[config.mk]
export PLATFORM = sky130hd
export DESIGN_NAME = multi_clk_divider
export DESIGN_NICKNAME = d
export VERILOG_FILES = /design/src/rtl/multi_clk_divider.sv
export SDC_FILE = /design/constraint.sdc
export NUM_CORES = 1
export LEC_CHECK = 0
export BUFFER_PORTS_ARGS = -buffer_cell sky130_fd_sc_hd__clkbuf_2
export CORE_ASPECT_RATIO = 1.75
export CORE_MARGIN = 2
export CORE_UTILIZATION = 57
export DETAILED_ROUTE_END_ITERATION = 7
export PLACE_DENSITY = 0.74
export SKIP_LAST_GASP = 1
export SLEW_MARGIN = 20
export SYNTH_ARGS = -nofsm -noshare
export SYNTH_HDL_FRONTEND = slang
export SYNTH_SLANG_ARGS = --single-unit
[constraint.sdc]
create_clock -name in_clk -period 7.2 [get_ports in_clk]
set_input_delay 0 -clock in_clk [delete_from_list [all_inputs] [get_ports in_clk]]
set_output_delay 0 -clock in_clk [all_outputs]
set_load 0.01 [all_outputs]
[src/rtl/multi_clk_divider.sv]
// multi_clk_divider: CHANNELS divided clocks with ticks and per-channel divisors; CLKDIV_SYNC_EN adds a sync input.
// Latency: out_clk/tick/n_clks registered (1 cycle); wr_ready combinational.
// Backpressure: wr_ready drops while the addressed channel holds an unapplied divisor.
module multi_clk_divider #(
   parameter int CHANNELS    = 4,
   parameter int CNT_WIDTH   = 16,
   parameter int DEFAULT_DIV = 2,
   localparam int CHW        = (CHANNELS > 1) ? $clog2(CHANNELS) : 1
) (
   input  logic                          in_clk,
   input  logic                          reset,
   input  logic                          enable,
`ifdef CLKDIV_SYNC_EN
   input  logic                          sync,
`endif
   input  logic                          wr_en,
   input  logic [CHW-1:0]                wr_chan,
   input  logic [CNT_WIDTH-1:0]          wr_div,
   output logic                          wr_ready,
   output logic [CHANNELS-1:0]           out_clk,
   output logic [CHANNELS-1:0]           tick,
   output logic [CHANNELS*CNT_WIDTH-1:0] n_clks
);

   typedef logic [CNT_WIDTH-1:0] cnt_t;

   typedef struct packed {
      cnt_t cnt;
      cnt_t div;
      cnt_t pend_div;
      logic pend;
   } chan_t;

   localparam cnt_t DIV_RST = cnt_t'(DEFAULT_DIV);
   localparam cnt_t DIV_MIN = cnt_t'(2);
   localparam cnt_t ONE     = cnt_t'(1);

   chan_t               st_q [CHANNELS];
   chan_t               st_d [CHANNELS];
   cnt_t                half [CHANNELS];
   logic [CHANNELS-1:0] restart;
   logic [CHANNELS-1:0] out_d;
   logic [CHANNELS-1:0] tick_d;
   logic                sync_hit;

`ifdef CLKDIV_SYNC_EN
   assign sync_hit = enable & sync;
`else
   assign sync_hit = 1'b0;
`endif

   // Out-of-range channels never match, so those writes see ready=1 and vanish.
   always_comb begin
      wr_ready = 1'b1;
      for (int i = 0; i < CHANNELS; i++) begin
         if (wr_chan == CHW'(i)) wr_ready = !st_q[i].pend;
      end
   end

   always_comb begin
      for (int i = 0; i < CHANNELS; i++) begin
         st_d[i]    = st_q[i];
         out_d[i]   = out_clk[i];
         tick_d[i]  = 1'b0;
         half[i]    = '0;
         restart[i] = enable & ((st_q[i].cnt == st_q[i].div - ONE) | sync_hit);

         // A pending divisor takes effect exactly at a period boundary.
         if (restart[i] && st_q[i].pend) begin
            st_d[i].div  = st_q[i].pend_div;
            st_d[i].pend = 1'b0;
         end

         if (enable) begin
            st_d[i].cnt = restart[i] ? '0 : st_q[i].cnt + ONE;
            half[i]     = st_d[i].div - (st_d[i].div >> 1);
            out_d[i]    = st_d[i].cnt < half[i];
            tick_d[i]   = st_d[i].cnt == '0;
         end

         if (wr_en && (wr_chan == CHW'(i)) && !st_q[i].pend) begin
            st_d[i].pend_div = (wr_div < DIV_MIN) ? DIV_MIN : wr_div;
            st_d[i].pend     = 1'b1;
         end
      end
   end

   always_ff @(posedge in_clk) begin
      if (reset) begin
         for (int i = 0; i < CHANNELS; i++) begin
            st_q[i] <= '{cnt: '0, div: DIV_RST, pend_div: DIV_RST, pend: 1'b0};
         end
         out_clk <= '0;
         tick    <= '0;
      end else begin
         st_q    <= st_d;
         out_clk <= out_d;
         tick    <= tick_d;
      end
   end

   always_comb begin
      n_clks = '0;
      for (int i = 0; i < CHANNELS; i++) begin
         n_clks[i*CNT_WIDTH +: CNT_WIDTH] = st_q[i].cnt;
      end
   end

endmodule

==> flow_metrics.tcl, run 1 <==
set metrics [dict create \
    status "complete, no violations" \
    core_sq_mm 0.02863 \
    netlist_area_sq_mm 0.01652 \
    stdcell_area_sq_mm 0.01759 \
    worstHoldPathType "in -> reg" \
    layout.nets 2287 \
    setup_ws_ps 412.4 \
    die_area_sq_mm 0.03041 \
    ys_seq_area_share_pct 24.72 \
    path_clk_slew_ps 60 \
    track_usage_pct 29.23 \
    ant_nets 0 \
    cts_setup_buffers 0 \
    clock_sinks 204 \
    clockBufferDepth 3 \
    fp-row-count 82 \
    htreeDepth 1 \
    drc 0 \
    power_density_mw_per_mm2 141.4 \
    final_core_util_pct 61.47 \
    setup_viol 0 \
    grt_start_max_net_pins 90 \
    postSynth.asyncResetShare_pct 0 \
    max_freq_ghz 0.1473 \
    start_util_pct 57.71 \
    ios 95 \
    gp_congestion 0.9478 \
    numCtsBuffers 21 \
    ys.flop_type "dfxtp_1" \
    critPathMaxStageDelay_ps 590 \
    crit_path_end_kind "flip-flop" \
    antenna_found_initial 2 \
    path_delay_family "simple AND/OR/NAND/NOR gates" \
    drt_iter0_markers 926 \
    port_buffers 94 \
    die_h_microns 229.2 \
    grt_overflow 0 \
    syn-num-nets 2318 \
    drv_slew 0 \
    worst_pin_slew_ps 960.9 \
    synthCells 2170 \
    grt_pass1_wl_microns 73820 \
    root_buffer "clkbuf_16" \
    vias 15360 \
    critPathSlowestCell "or4_4" \
    synth_cell_types 86 \
    slew_headroom_pct 35.94 \
    crit_arrival_ps 7250 \
    ys_ff_latch 204 \
    hold_ws_ps 71.27 \
    grt_pass1_vias 14880 \
    yosysWarnings 0 \
    cp_num_buf_inv 1 \
    ir_worst_vdd_uv 198.1 \
    post-dp-hpwl_microns 34560 \
    skew_ps 14.80 \
    synth_edf_count 0 \
    period_needed_ps 6788 \
    criticalPathCategory "reg -> reg" \
    cts_tree "done" \
    finalHoldViolations 0 \
    cp-start-kind "flip-flop" \
    drive_gt1_share_pct 9.730 \
    post_drt_wl_per_cell_microns 18.04 \
    first_pass_iters 5 \
    crit_fanout 10 \
    fillCellCount 2583 \
    die_w_microns 132.7 \
    pre_cts_ws_ps 120.2 \
    placed_area_sq_mm 0.01671 \
    crit_top_cell "o21ai_0" \
    clkLatencyLatePin_ps 520 \
    avgSynthCellArea_sq_um 7.612 \
    viasPerCell 6.079 \
    area_delta_synth_final_pct 6.514 \
    leakage_nw 8.036 \
    fin_crit_sh_pct 94.27 \
    cp.required_ps 7660 \
    maxCapViolCount 0 \
    totalWireLength_microns 45590 \
]
worst paths after layout:
check | cells after the start | slack (ps) | endpoint | from
min | 2 | 70 | st_q[19] | reset
max | 29 | 410 | out_clk[2] | st_q[71]
min reg2reg | 2 | 450 | st_q[162] | st_q[162]
max reg2reg | 29 | 410 | out_clk[2] | st_q[71]
flip-flops by register name (all words and copies together), names as in the netlist:
name,flops
st_q,132
n_clks,64
out_clk,4
tick,4
stage by stage:
stage          std cells  TNS, ps  power [mW]
6_report            2527        0       2.488
5_1_grt             2526   -1.585       2.577
4_1_cts             2526        0       2.507
3_5_place_dp        2478        0       1.458
3_3_place_gp        2478        0       1.453
2_1_floorplan       2170        0       1.372
cells in the mapped netlist (12+ instances only):
| master | count | area [sq um] |
|---|---|---|
| o21ai_0 | 98 | 490.5 |
| ha_1 | 122 | 1526 |
| a211oi_1 | 12 | 90.09 |
| xor2_1 | 69 | 604.3 |
| mux2i_1 | 81 | 810.8 |
| nand4_1 | 24 | 150.1 |
| or2_2 | 13 | 81.33 |
| inv_1 | 96 | 360.4 |
| a31oi_1 | 18 | 112.6 |
| nor2b_1 | 29 | 181.4 |
| o31ai_1 | 13 | 97.59 |
| or4_1 | 13 | 97.59 |
| nand2_1 | 214 | 803.3 |
| dfxtp_1 | 204 | 4084 |
| a21o_1 | 30 | 225.2 |
| xnor2_1 | 111 | 972.2 |
| and3_1 | 46 | 287.8 |
| buf_4 | 65 | 488.0 |
| nand3_1 | 54 | 270.3 |
| a21oi_1 | 145 | 725.7 |
| nor2_1 | 253 | 949.7 |
| nor3_1 | 49 | 245.2 |
| or3_1 | 17 | 106.4 |
| nand2b_1 | 30 | 187.7 |
| nand3b_1 | 15 | 112.6 |
| clkbuf_1 | 117 | 439.2 |
| o211ai_1 | 18 | 135.1 |
| nor4_1 | 24 | 150.1 |
cell families after synthesis:
| family | Yosys count | share of synthesized area [%] |
|---|---|---|
| xor gates and xnor gates | 180 | 9.544 |
| muxes | 91 | 5.590 |
| AOI/OAI and AO/OA | 454 | 17.84 |
| buffers and inverters | 288 | 8.075 |
| adders and majority gates | 127 | 9.786 |
| DFF | 204 | 24.72 |
| and+or+nand+nor | 826 | 24.44 |
layer usage:
layer | wire length (microns) | vias up | track usage, %
met2 | 23270 | 438 | 53.71
met5 | 13 | - | 0
li1 | - | 7520 | -
met1 | 17720 | 7238 | 31.83
met4 | 2745 | 2 | 17.34
met3 | 1836 | 164 | 3.364
final cells by class:
| type | instances | area [sq um] | area share (%) |
|---|---|---|---|
| clock buffers | 28 | 611.8 | 3.477 |
| repair buffers | 138 | 843.3 | 4.793 |
| inverters | 96 | 360.3 | 2.048 |
| well taps | 378 | 473.0 | 2.688 |
| multi-input cells | 1678 | 11190 | 63.62 |
| clock inverters | 4 | 26.28 | 0.1493 |
| flip-flops and latches | 204 | 4084 | 23.21 |
| diodes | 1 | 2.502 | 0.01422 |
power by group:
group	switching, mW	total (mW)	internal, mW	leakage, nW
registers	0.0259	1.18	1.15	1.65
clock network	0.453	1.04	0.590	0.315
logic	0.164	0.267	0.103	6.07
placed cells by master (no fill, tap or decap), types with 29 or more instances in the layout:
cell	n
nor2_1	252
a21o_1	30
nor3_1	47
mux2i_1	78
clkbuf_2	93
xor2_1	69
xnor2_1	111
o21ai_0	98
ha_1	122
nand3_1	54
nand2_1	214
nor2b_1	29
inv_1	96
and3_1	46
buf_4	29
dfxtp_1	204
nand2b_1	30
a21oi_1	141
what timing repair did:
item,4_1_cts,5_1_grt
setup endpoints to repair,0,3
resized for setup,0,18
hold buffers,16,0
hold endpoints to repair,64,0
No activity file was read; power rests on OpenSTA's default activity.
==> inputs of run 2 (changes only) <==
PLACE_DENSITY = unset   (was 0.74)
PLACE_DENSITY_LB_ADDON = 0.12   (was unset)
REMOVE_ABC_BUFFERS = 1   (was unset)
==> run 2 against run 1 <==
Effect of this change: sequential power hardly changed; clock power increased by 25%; maximum frequency fell by 0.93%; critical endpoint unchanged; cell area is 0.94% higher; largest power group is now clock; total power is 10% higher; highest routed layer is now met4; register-to-register slack worse by 60 ps.
==> flow_metrics.tcl, run 2 (synthesis gave the netlist of run 1 again) <==
set metrics [dict create \
    core_sq_mm 0.02863 \
    grt_start_max_net_pins 90 \
    drt_iter0_markers 910 \
    clkLatencyLatePin_ps 530 \
    worstHoldPathType "in -> reg" \
    totalWireLength_microns 44670 \
    instances_no_fill 2533 \
    final_cell_mix "nor2_1 (252), nand2_1 (214), dfxtp_1 (204), a21oi_1 (141), ha_1 (122)" \
    die_w_microns 132.7 \
    htreeDepth 1 \
    clockBufferDepth 3 \
    grt_overflow 0 \
    dr_wl_met2_microns 23260 \
    crit_path_end_kind "flip-flop" \
    crit_top_cell "o21ai_0" \
    vias 15190 \
    ir_worst_vdd_uv 157.7 \
    worst_pin_slew_ps 1049 \
    post-dp-hpwl_microns 33580 \
    crit_fanout 10 \
    grt_pass1_vias 14600 \
    ios 95 \
    slew_headroom_pct 29.91 \
    finalHoldViolations 0 \
    grt_pass1_wl_microns 72790 \
    cts_setup_buffers 0 \
    maxCapViolCount 0 \
    path_clk_slew_ps 70 \
    cp.required_ps 7680 \
    area_delta_synth_final_pct 7.514 \
    numCtsBuffers 22 \
    critPathSlowestCell "or4_1" \
    wl_met3_microns 1982 \
    cp-start-kind "flip-flop" \
    viasPerCell 5.998 \
    setup_viol 0 \
    drv_slew 0 \
    drive_gt1_share_pct 9.791 \
    finalSetupTns_ps 0 \
    layout.nets 2287 \
    critPathMaxStageDelay_ps 600 \
    cp-startpoint "st_q[71]" \
    mostFrequentLayoutCell "nor2_1" \
    max_freq_ghz 0.1460 \
    largest_register_ffs 132 \
    status "complete, no violations" \
    fin_crit_sh_pct 95.16 \
    n_antenna_cell 0 \
    power_density_mw_per_mm2 154.2 \
    top_layer_used "met4" \
    drt-met1-wl_microns 17440 \
    root_buffer "clkbuf_16" \
    first_pass_iters 5 \
    crit_arrival_ps 7330 \
    rsz0062_at_grt "true" \
    fp-row-count 82 \
    die_area_sq_mm 0.03041 \
    start_util_pct 57.71 \
    drc 0 \
    reg2reg_from "st_q[71]" \
    port_buffers 94 \
    post_drt_wl_per_cell_microns 17.64 \
    die_h_microns 229.2 \
    criticalPathCategory "reg -> reg" \
    placed_cells 2475 \
    cts_tree "done" \
    gp_congestion 0.9038 \
    leakage_nw 8.107 \
    clock_sinks 204 \
    largest-register "st_q" \
    track_usage_pct 28.83 \
    skew_ps 20.01 \
    period_needed_ps 6852 \
    ant_nets 0 \
    worstHoldStart "reset" \
    antenna_found_initial 0 \
]
[run 2: cell count changes in the layout (fill, tap and decap cells not counted), sizes merged]
cell | previous run | this run
clkinvlp | 1 | 3
inv | 96 | 98
buf | 29 | 26
bufinv | 0 | 5
clkinv | 3 | 2
diode | 1 | 0
dlygate4sd3 | 16 | 18
[run 2: final cells by class]
type                    count  area, sq um
clock buffers              28        614.3
inverters                  96        360.3
repair buffers            137        840.8
well taps                 378        473.0
fillers                  2636        10870
multi-input cells        1678        11190
flip-flops and latches    204         4084
clock inverters            12        200.2
[run 2: stage by stage]
step                util, %  setup slack [ps]  power (mW)  hold slack, ps  instance area, sq um
CTS                   61.81             123.2       2.760           50.75                 17690
global route          62.04            -71.68       2.827           85.69                 17760
global placement      58.33             353.0       1.452           304.6                 16700
floorplan                 -             11.36       1.346           69.07                 15540
finish                62.04             348.4       2.738           29.92                 17760
detailed placement    58.33             144.3       1.456           310.2                 16700
[run 2: what timing repair did]
action,in CTS,in global routing
gates resized for setup,0,16
hold buffers,18,0
setup endpoints to repair,0,3
endpoints found under the hold margin,64,0
[run 2: final timing paths]
kind	endpoint	slack (ps)	depth (start not counted)
hold reg to reg	st_q[9]	450	2
setup reg to reg	out_clk[2]	350	29
setup / recovery	out_clk[2]	350	29
hold / removal	n_clks[62]	30	2
[run 2: power by group]
group | internal, mW | switching [mW]
clock network | 0.788 | 0.510
logic | 0.103 | 0.159
registers | 1.15 | 0.0247
[run 2: worst max-delay path, delay by kind of cell (launching register included)]
family | cells | cell delay [ps]
and+or+nand+nor | 11 | 2670
AOI/OAI and AO/OA | 13 | 2560
adders and majority gates | 3 | 790
DFF | 1 | 420
muxes | 1 | 300
buffers and inverters | 1 | 60
[run 2: metal layers]
| metal | up-vias | track usage [%] |
|---|---|---|
| li1 | 7521 | - |
| met4 | 0 | 12.87 |
| met3 | 119 | 3.077 |
| met1 | 7175 | 32.61 |
| met2 | 379 | 53.77 |
| met5 | - | 0 |
==> inputs of run 3 (changes only) <==
MAX_ROUTING_LAYER = met4   (was unset)
==> run 3 against run 2 <==
Effect of this change: sequential cell count did not move; core utilization is 0.29 points lower; cell area down 0.47%; total power down 7.0%; clock skew shrank 10 ps; clock power is 15% lower; largest cell class unchanged; combinational power increased by 2%; non-clock buffer count up 3; largest power group is now registers; highest routed layer unchanged; sequential share of layout area increased by 0.11 points; setup slack better by 120 ps.
==> flow_metrics.tcl, run 3 (synthesis gave the netlist of run 1 again) <==
set metrics [dict create \
    first_pass_iters 5 \
    mostFrequentLayoutCell "nor2_1" \
    die_w_microns 132.7 \
    status "complete, no violations" \
    crit_path_end_kind "flip-flop" \
    placed_cells 2474 \
    critPathMaxStageDelay_ps 600 \
    track_usage_pct 29.66 \
    critPathSlowestCell "or4_4" \
    power_density_mw_per_mm2 144.1 \
    ir_worst_vdd_uv 198.3 \
    grt_overflow 0 \
    numCtsBuffers 21 \
    cp.required_ps 7680 \
    setup_viol 0 \
    core_sq_mm 0.02863 \
    drt_iter0_markers 782 \
    period_needed_ps 6733 \
    port_buffers 94 \
    stdcell_area_sq_mm 0.01768 \
    antenna_found_initial 1 \
    worst_pin_slew_ps 903.8 \
    layout.nets 2289 \
    area_delta_synth_final_pct 7.007 \
    grt_start_max_net_pins 60 \
    fin_crit_sh_pct 93.51 \
    max_freq_ghz 0.1485 \
    gp_congestion 0.9066 \
    drc 0 \
    cp-start-kind "flip-flop" \
    drv_slew 0 \
    crit_fanout 10 \
    slew_headroom_pct 38.90 \
    clkLatencyLatePin_ps 530 \
    largest-register "st_q" \
    ant_nets 0 \
    post_drt_wl_per_cell_microns 17.69 \
    fillCellCount 2703 \
    grt_pass1_wl_microns 72710 \
    crit_arrival_ps 7210 \
    clockBufferDepth 3 \
    reg2reg_setup_slack_ps 470 \
    crit_top_cell "or4_4" \
    criticalPathCategory "reg -> reg" \
    p_total_mw 2.546 \
    worstHoldPathType "in -> reg" \
    leakage_nw 8.060 \
    start_util_pct 57.71 \
    drive_gt1_share_pct 9.930 \
    placed_area_sq_mm 0.01669 \
    fp-row-count 82 \
    path_clk_slew_ps 80 \
    root_buffer "clkbuf_16" \
    vias 15160 \
    totalWireLength_microns 44820 \
    htreeDepth 1 \
    die_area_sq_mm 0.03041 \
    final_cell_mix "nor2_1 (252), nand2_1 (214), dfxtp_1 (204), a21oi_1 (141), ha_1 (122)" \
    ios 95 \
    grt_pass1_vias 14700 \
    maxCapViolCount 0 \
    largest_register_ffs 132 \
    cts_tree "done" \
    clock_sinks 204 \
    finalHoldViolations 0 \
    die_h_microns 229.2 \
    viasPerCell 5.981 \
    skew_ps 9.861 \
    instances_no_fill 2534 \
    post-dp-hpwl_microns 33570 \
]
run 3: power breakdown:
part | internal [mW] | switching, mW | total [mW]
clock | 0.590 | 0.512 | 1.10
sequential | 1.15 | 0.0254 | 1.18
combinational | 0.106 | 0.160 | 0.267
run 3: stage by stage:
step	utilization, %	setup TNS (ps)	setup WS [ps]	hold WS, ps
floorplan	-	0	11.36	69.07
global placement	58.30	0	362.0	302.6
detailed placement	58.30	0	158.4	311.8
CTS	61.32	0	138.2	89.08
global route	61.75	-19.67	-19.67	130.3
finish	61.75	0	467.1	105.5
run 3: worst max-delay path: cells and delay by family, from the launching register on:
family                   cells  cell delay (ps)
buffers and inverters        1               60
AO/OA/AOI/OAI               13             2550
flip-flops                   1              430
multiplexers                 1              300
adder cells (fa/ha/maj)      3              750
AND/OR/NAND/NOR             11             2570
run 3: worst paths after layout:
check,startpoint,cells past startpoint,to
worst max-delay path,st_q[71],29,out_clk[2]
worst min-delay path,enable,3,n_clks[59]
worst max register to register,st_q[71],29,out_clk[2]
worst min register to register,st_q[58],2,st_q[58]
run 3: metal layers:
layer	wire length, microns	vias up	share of wire, %	GRT usage [%]
li1	-	7525	-	-
met1	18060	7206	40	32.54
met2	23350	305	52	53.93
met3	1468	119	3.3	2.678
met4	1940	0	4.3	13.24
met5	0	-	0	-
run 3: layout make-up:
class | count | area, sq um | area share, %
Antenna cell | 1 | 2.502 | 0.01416
Clock buffer | 24 | 546.8 | 3.093
Clock inverter | 13 | 115.1 | 0.6512
Inverter | 96 | 360.3 | 2.039
Multi-Input combinational cell | 1678 | 11210 | 63.40
Sequential cell | 204 | 4084 | 23.10
Tap cell | 378 | 473.0 | 2.676
Timing Repair Buffer | 140 | 888.4 | 5.026
run 3: repair_timing:
action | in CTS | in global routing
endpoints found under the hold margin | 89 | 0
setup buffers | 0 | 1
hold buffers | 20 | 0
endpoints found under the setup margin | 0 | 3
resized for setup | 0 | 20
